**config.mk**
```make
export PLATFORM = sky130hd
export DESIGN_NAME = accumulator_unit
export DESIGN_NICKNAME = d
export VERILOG_FILES = /design/src/rtl/fp_pkg.sv /design/src/rtl/fp_align.sv /design/src/rtl/accumulator_unit.sv
export SDC_FILE = /design/constraint.sdc
export NUM_CORES = 1
export LEC_CHECK = 0
export BUFFER_PORTS_ARGS = -buffer_cell sky130_fd_sc_hd__buf_4
export CORE_UTILIZATION = 26
export DETAILED_ROUTE_END_ITERATION = 12
export PLACE_DENSITY = 0.52
export REMOVE_ABC_BUFFERS = 1
export SLEW_MARGIN = 20
export SYNTH_ARGS = -nofsm -noshare
export SYNTH_HDL_FRONTEND = slang
export SYNTH_SLANG_ARGS = --single-unit
```
**constraint.sdc**
```tcl
create_clock -name clk -period 5.95 [get_ports clk]
set_input_delay 0 -clock clk [delete_from_list [all_inputs] [get_ports clk]]
set_output_delay 0 -clock clk [all_outputs]
set_load 0.03 [all_outputs]
```
**src/rtl/fp_pkg.sv**
```systemverilog
// Shared FP32 types, constants and FSM states for the accumulator.
// Optional build macro used by the accumulator: FP_SPECIAL_EN.
package fp_pkg;

  typedef struct packed {
    logic        sign;
    logic [7:0]  exp;
    logic [22:0] man;
  } fp32_t;

  localparam logic [31:0] FP_QNAN = 32'h7FC0_0000;
  localparam logic [31:0] FP_PINF = 32'h7F80_0000;
  localparam logic [31:0] FP_NINF = 32'hFF80_0000;
  localparam int          FP_BIAS = 127;

  typedef enum logic [2:0] {
    S_IDLE,
    S_ALIGN,
    S_ADD,
    S_NORM,
    S_OUT
  } acc_state_t;

endpackage

```
**src/rtl/fp_align.sv**
```systemverilog
// Operand unpack, magnitude swap and alignment shift.
// Zero exponent flushes to zero; shifted-out bits are truncated.
module fp_align
  import fp_pkg::*;
(
  input  fp32_t       i_x,
  input  fp32_t       i_y,
  output logic [23:0] o_man_a,
  output logic [23:0] o_man_b,
  output logic [7:0]  o_exp,
  output logic        o_sign_a,
  output logic        o_sign_b
);

  logic [23:0] w_mx;
  logic [23:0] w_my;
  logic [23:0] w_mb;
  logic [7:0]  w_eb;
  logic [7:0]  w_diff;

  // Larger magnitude becomes A; B is right-shifted onto A's exponent
  always_comb begin
    w_mx = (i_x.exp == 8'd0) ? 24'd0 : {1'b1, i_x.man};
    w_my = (i_y.exp == 8'd0) ? 24'd0 : {1'b1, i_y.man};
    if ({i_x.exp, w_mx} >= {i_y.exp, w_my}) begin
      o_man_a  = w_mx;
      o_exp    = i_x.exp;
      o_sign_a = i_x.sign;
      w_mb     = w_my;
      w_eb     = i_y.exp;
      o_sign_b = i_y.sign;
    end else begin
      o_man_a  = w_my;
      o_exp    = i_y.exp;
      o_sign_a = i_y.sign;
      w_mb     = w_mx;
      w_eb     = i_x.exp;
      o_sign_b = i_x.sign;
    end
    w_diff  = o_exp - w_eb;
    o_man_b = (w_diff >= 8'd25) ? 24'd0 : (w_mb >> w_diff);
  end

endmodule

```
**src/rtl/accumulator_unit.sv**
```systemverilog
// Sequential FP32 accumulator: align, add, iterative normalise.
// Build macro FP_SPECIAL_EN enables Inf/NaN handling.
module accumulator_unit
  import fp_pkg::*;
#(
  parameter int CNT_W = 16
) (
  input  logic             clk,
  input  logic             reset,
  input  logic             in_valid,
  output logic             in_ready,
  input  logic [31:0]      dataP,
  input  logic             last,
  output logic             out_valid,
  input  logic             out_ready,
  output logic [31:0]      dataS,
  output logic [CNT_W-1:0] term_count,
  output logic             busy
);

  acc_state_t       r_state;
  acc_state_t       w_next;
  fp32_t            r_acc;
  fp32_t            r_term;
  logic             r_last;
  logic [CNT_W-1:0] r_cnt;
  logic [23:0]      r_ma;
  logic [23:0]      r_mb;
  logic [7:0]       r_exp;
  logic             r_sa;
  logic             r_sb;
  logic [24:0]      r_man;
  logic             r_sign;
  logic             r_spec;
  fp32_t            r_spec_val;

  logic [23:0]      w_ma;
  logic [23:0]      w_mb;
  logic [7:0]       w_exp;
  logic             w_sa;
  logic             w_sb;
  logic             w_spec;
  fp32_t            w_spec_val;
  logic             w_norm_done;
  fp32_t            w_norm_res;
  fp32_t            w_inf;

  fp_align u_align (
    .i_x      (r_acc),
    .i_y      (r_term),
    .o_man_a  (w_ma),
    .o_man_b  (w_mb),
    .o_exp    (w_exp),
    .o_sign_a (w_sa),
    .o_sign_b (w_sb)
  );

`ifdef FP_SPECIAL_EN
  logic w_acc_nan;
  logic w_acc_inf;
  logic w_trm_nan;
  logic w_trm_inf;

  // Inf/NaN classification; a special accumulator is sticky
  always_comb begin
    w_acc_nan  = (r_acc.exp == 8'hFF) && (r_acc.man != 23'd0);
    w_acc_inf  = (r_acc.exp == 8'hFF) && (r_acc.man == 23'd0);
    w_trm_nan  = (r_term.exp == 8'hFF) && (r_term.man != 23'd0);
    w_trm_inf  = (r_term.exp == 8'hFF) && (r_term.man == 23'd0);
    w_spec     = 1'b1;
    w_spec_val = r_acc;
    if (w_acc_nan) begin
      w_spec_val = r_acc;
    end else if (w_trm_nan) begin
      w_spec_val = FP_QNAN;
    end else if (w_acc_inf) begin
      if (w_trm_inf && (r_term.sign != r_acc.sign))
        w_spec_val = FP_QNAN;
    end else if (w_trm_inf) begin
      w_spec_val = r_term;
    end else begin
      w_spec = 1'b0;
    end
  end
`else
  assign w_spec     = 1'b0;
  assign w_spec_val = '0;
`endif

  // Normalisation step: decides completion and the packed result
  always_comb begin
    w_inf       = {r_sign, 8'hFF, 23'd0};
    w_norm_done = 1'b1;
    w_norm_res  = '0;
    if (r_man[24]) begin
      if (r_exp >= 8'd254)
        w_norm_res = w_inf;
      else
        w_norm_res = {r_sign, r_exp + 8'd1, r_man[23:1]};
    end else if (r_man == 25'd0) begin
      w_norm_res = '0;
    end else if (r_man[23]) begin
      if (r_exp == 8'hFF)
        w_norm_res = w_inf;
      else
        w_norm_res = {r_sign, r_exp, r_man[22:0]};
    end else if (r_exp <= 8'd1) begin
      w_norm_res = '0;
    end else begin
      w_norm_done = 1'b0;
    end
  end

  // State register
  always_ff @(posedge clk) begin
    if (reset)
      r_state <= S_IDLE;
    else
      r_state <= w_next;
  end

  // Next-state and state-decoded handshake outputs
  always_comb begin
    w_next    = r_state;
    in_ready  = 1'b0;
    out_valid = 1'b0;
    busy      = 1'b1;
    unique case (r_state)
      S_IDLE: begin
        in_ready = 1'b1;
        busy     = 1'b0;
        if (in_valid)
          w_next = S_ALIGN;
      end
      S_ALIGN: w_next = S_ADD;
      S_ADD: begin
        if (r_spec)
          w_next = r_last ? S_OUT : S_IDLE;
        else
          w_next = S_NORM;
      end
      S_NORM: begin
        if (w_norm_done)
          w_next = r_last ? S_OUT : S_IDLE;
      end
      S_OUT: begin
        out_valid = 1'b1;
        if (out_ready)
          w_next = S_IDLE;
      end
      default: w_next = S_IDLE;
    endcase
  end

  // Datapath registers advanced by the current state
  always_ff @(posedge clk) begin
    if (reset) begin
      r_acc      <= '0;
      r_term     <= '0;
      r_last     <= 1'b0;
      r_cnt      <= '0;
      r_ma       <= '0;
      r_mb       <= '0;
      r_exp      <= '0;
      r_sa       <= 1'b0;
      r_sb       <= 1'b0;
      r_man      <= '0;
      r_sign     <= 1'b0;
      r_spec     <= 1'b0;
      r_spec_val <= '0;
    end else begin
      unique case (r_state)
        S_IDLE: begin
          if (in_valid) begin
            r_term <= dataP;
            r_last <= last;
            if (!(&r_cnt))
              r_cnt <= r_cnt + 1'b1;
          end
        end
        S_ALIGN: begin
          r_ma       <= w_ma;
          r_mb       <= w_mb;
          r_exp      <= w_exp;
          r_sa       <= w_sa;
          r_sb       <= w_sb;
          r_spec     <= w_spec;
          r_spec_val <= w_spec_val;
        end
        S_ADD: begin
          r_sign <= r_sa;
          if (r_spec)
            r_acc <= r_spec_val;
          else if (r_sa == r_sb)
            r_man <= {1'b0, r_ma} + {1'b0, r_mb};
          else
            r_man <= {1'b0, r_ma} - {1'b0, r_mb};
        end
        S_NORM: begin
          if (w_norm_done) begin
            r_acc <= w_norm_res;
          end else begin
            r_man <= r_man << 1;
            r_exp <= r_exp - 8'd1;
          end
        end
        S_OUT: begin
          if (out_ready) begin
            r_acc <= '0;
            r_cnt <= '0;
          end
        end
        default: ;
      endcase
    end
  end

  assign dataS      = r_acc;
  assign term_count = r_cnt;

endmodule

```
==> summary.md <==
Run status
* result of the run: finished clean

Cells and area
* Inserted Diodes: 0
* count of nets after finishing: 1,711
* layout-stage area growth over the synthesis result: 19.5%
* final std cells w/o fill: 2,207
* top library cells by usage in the layout, fill and taps aside: 230 x sky130_fd_sc_hd__nand2_1, 215 x sky130_fd_sc_hd__nor2_1, 168 x sky130_fd_sc_hd__dfxtp_1
* fraction of final layout cells sized beyond drive strength 1: 13.4%
* most common cell after layout, fill and taps aside: sky130_fd_sc_hd__nand2_1
* Filler Cell Count: 4,672

Global routing
* largest net degree at the start of global routing: 75
* initial antenna violation count: 0
* GRT Resource Usage Total: 17.6%
* number of global-route vias before repair: 10,600
* global-route wire length before repair: 61,700 um
* remaining global-route overflow: 0

Pwr
* power after layout: 3.15 mW
* power per unit of standard cell area: 228 nW/um^2
* internal power component: 2.08 mW
* combinational cell fraction of total power: 24.2%
* largest vdd supply drop: 186 uV
* switching part of the total: 33.7%
* Clk pwr share: 36.1%
* net switching component of the power: 1.06 mW
* leak pwr: 5.47 nW
* Reg power frac: 39.7%

Drt
* number of antenna-violating nets in the routed design: 0
* Iter 0 DRT Violations: 881
* Detailed Routing Iterations Pass 1: 5
* routed via count divided by cell count: 5.17
* Remaining DRCs: 0
* aggregate routed wire length: 39,400 um
* detailed-route wire length per cell: 17.8 um
* vias after detailed routing: 11,400

Logic synthesis
* cell types occupying the most area after synthesis: sky130_fd_sc_hd__dfxtp_1 29%, sky130_fd_sc_hd__nand2_1 7.5%, sky130_fd_sc_hd__nor2_1 7.0%
* dominant register cell in the synthesized netlist: sky130_fd_sc_hd__dfxtp_1
* number of distinct library cells after synthesis: 84
* EDFF count, synth: 0
* Synthesis Warnings: 0
* mapped cell area: 11,600 sq um
* top-area cell type share of the netlist area: 29.1%
* instance count of the mapped netlist: 1,528
* sequential cell area fraction in the yosys report: 29.1%
* #FFs+latches synth: 168
* fraction of registers with async set/reset: 0%
* most area-hungry cell type in the Yosys netlist: sky130_fd_sc_hd__dfxtp_1
* average footprint of a synthesized cell: 7.56 sq um

Worst setup path
* Setup Crit Path Kind: reg2reg
* worst-case register-to-register setup slack: 0.36 ns
* required time reported for the critical path endpoint: 6.32 ns
* endpoint type of the worst setup path: flip-flop
* Critical R2R Capture: r_mb[0]$_SDFFE_PP0P_
* r2r startpoint: dataS[28]$_SDFFE_PP0P_
* endpoint arrival time on the critical path: 5.96 ns
* crit path launch type: flip-flop
* Critical Path Fanout Max: 26
* cell depth of the worst flop-to-flop path: 19

Clocking
* clock tree from TritonCTS: built
* Clock Latency Late Sink: 0.45 ns
* total clock buffers created by CTS: 17
* number of levels in the clock H-tree: 4
* clock-pin transition on the worst setup and hold timing paths: 0.08 ns
* TritonCTS Sinks: 168
* CTS root buf: sky130_fd_sc_hd__clkbuf_16
* worst-case clock buffer depth: 2

Hold path
* worst min-delay path endpoint: r_state[1]$_SDFFE_PP0P_
* worst hold-check path type: in2reg
* Worst Hold Launch: in_valid
* worst hold path cell count: 4

STA
* total count of hold-check failures in the final report: 0
* RSZ-0062 raised after global routing: false
* period utilization: 94.0%
* Relative slew margins: 42.1%
* shortest clock period the worst path allows after layout: 5.59 ns
* Worst Max-Slew Pin Slew: 0.862 ns
* pins over their slew limit: 0
* highest achievable clock rate: 179 MHz
* # setup viols final: 0
* Setup Skew: 0.0128 ns

Floorplan
* Core Region: 43,500 sq um
* DIE AREA: 45,300 sq um
* total number of placement rows: 76
* I/O Pins: 88
* Die Span X: 213 um
* y dimension of the die: 213 um
* Initial Util: 26.6%

Place
* placed cells: 2,142
* I/O Buffers: 87
* global placer's final weighted congestion: 0.888
* Post-DP HPWL: 29,700 um

Job
* number of violations of the max-capacitance limit: 0

metal layers:
| metal | wire length [um] | global-route usage (%) | vias to the layer above |
|---|---|---|---|
| li1 | - | - | 5664 |
| met1 | 19400 | 25.0 | 5452 |
| met2 | 17800 | 27.3 | 269 |
| met3 | 1660 | 3.04 | 29 |
| met4 | 535 | 4.44 | 0 |
| met5 | 0 | 0 | - |
worst max-delay path: stages (launching register included):
cell and delay (ns):
sky130_fd_sc_hd__dfxtp_1 0.37, sky130_fd_sc_hd__nor4_1 0.35, sky130_fd_sc_hd__nand2_1 0.09, sky130_fd_sc_hd__buf_4 0.24, sky130_fd_sc_hd__nand2_1 0.16, sky130_fd_sc_hd__inv_1 0.08
sky130_fd_sc_hd__ha_1 0.32, sky130_fd_sc_hd__and4_1 0.23, sky130_fd_sc_hd__nor4b_2 0.33, sky130_fd_sc_hd__o2111ai_1 0.24, sky130_fd_sc_hd__a31o_2 0.39, sky130_fd_sc_hd__a211o_1 0.35
sky130_fd_sc_hd__o21a_1 0.11, sky130_fd_sc_hd__ha_1 0.42, sky130_fd_sc_hd__inv_2 0.26, sky130_fd_sc_hd__mux4_2 0.58, sky130_fd_sc_hd__mux4_2 0.51, sky130_fd_sc_hd__nor3b_1 0.22
sky130_fd_sc_hd__a21oi_1 0.07, sky130_fd_sc_hd__o22ai_1 0.17
cell usage after synthesis, drive strengths merged (6+ instances only):
| library cell | count |
|---|---|
| nand2 | 231 |
| nor2 | 217 |
| dfxtp | 168 |
| a21oi | 156 |
| clkbuf | 76 |
| o21ai | 74 |
| ha | 63 |
| inv | 49 |
| a211oi | 38 |
| nand3 | 35 |
| xnor2 | 32 |
| a22oi | 27 |
| xor2 | 27 |
| mux4 | 24 |
| nor3 | 24 |
| and2 | 21 |
| buf | 18 |
| mux2i | 17 |
| nand4 | 16 |
| a311oi | 15 |
| nor4 | 15 |
| a21o | 14 |
| o31ai | 13 |
| a41oi | 11 |
| o211ai | 11 |
| mux2 | 10 |
| a31oi | 9 |
| nand2b | 9 |
| nor3b | 9 |
| or3 | 9 |
| o21a | 8 |
| and3 | 7 |
| a221oi | 6 |
| or2 | 6 |
worst max-delay path by stage:
stage / depth (start not counted) / from / to
floorplan: 19 / dataS[27]$_SDFFE_PP0P_ / r_mb[1]$_SDFFE_PP0P_
global placement: 19 / dataS[28]$_SDFFE_PP0P_ / r_mb[0]$_SDFFE_PP0P_
detailed placement: 19 / dataS[28]$_SDFFE_PP0P_ / r_mb[0]$_SDFFE_PP0P_
CTS: 19 / dataS[28]$_SDFFE_PP0P_ / r_mb[0]$_SDFFE_PP0P_
global route: 17 / r_term[28]$_SDFFE_PP0P_ / r_mb[0]$_SDFFE_PP0P_
finish: 19 / dataS[28]$_SDFFE_PP0P_ / r_mb[0]$_SDFFE_PP0P_
state kept, by name (all words and copies together) (netlist names):
register / cells
dataS: 32
r_exp: 8
r_last: 1
r_ma: 24
r_man: 25
r_mb: 24
r_sa: 1
r_sb: 1
r_sign: 1
r_state: 3
r_term: 32
term_count: 16
cell type report:
class | instances | area [sq um] | share of cell area, %
inverters | 49 | 184 | 1.33
repair buffers | 157 | 1280 | 9.24
multi-input cells | 1217 | 7670 | 55.6
well taps | 585 | 732 | 5.30
flip-flops and latches | 168 | 3360 | 24.4
clock buffers | 20 | 467 | 3.38
clock inverters | 11 | 114 | 0.824
through the flow:
| stage | cell area, sq um | hold slack, ns | utilization (%) | setup TNS, ns | setup slack (ns) |
|---|---|---|---|---|---|
| 2_1_floorplan | 11200 | 0.0691 | - | -6.43 | -0.414 |
| 3_3_place_gp | 12900 | 0.247 | 29.6 | 0 | 0.286 |
| 3_5_place_dp | 12900 | 0.260 | 29.6 | 0 | 0.237 |
| 4_1_cts | 13800 | 0.00823 | 31.8 | 0 | 0.177 |
| 5_1_grt | 13800 | 0.0330 | 31.8 | 0 | 0.0727 |
| 6_report | 13800 | 0.0333 | 31.8 | 0 | 0.359 |
power by group through the flow:
stage | registers (mW) | clock network [mW] | logic, mW
after floorplan | 1.25 | 0 | 0.489
after CTS | 1.25 | 1.17 | 0.759
after detailed placement | 1.27 | 0 | 0.738
after global placement | 1.27 | 0 | 0.732
final | 1.25 | 1.14 | 0.762
after global routing | 1.26 | 1.22 | 0.839
kinds of logic (layout without fill, tap and decap cells):
| logic type | count (synthesis) | in the layout | share of synthesized area [%] |
|---|---|---|---|
| mux | 51 | 51 | 7.12 |
| buf+inv | 143 | 237 | 4.80 |
| flops | 168 | 168 | 29.1 |
| compound gates | 424 | 424 | 23.7 |
| xor+xnor | 59 | 59 | 4.54 |
| fa+ha+maj | 64 | 64 | 6.99 |
| simple gates | 619 | 619 | 23.7 |
repair_timing:
item,CTS,global route
endpoints found under the setup margin,0,15
hold buffers,34,0
setup buffers,0,0
endpoints found under the hold margin,35,0
gates resized for setup,0,1
(Power assumes the default switching activity.)
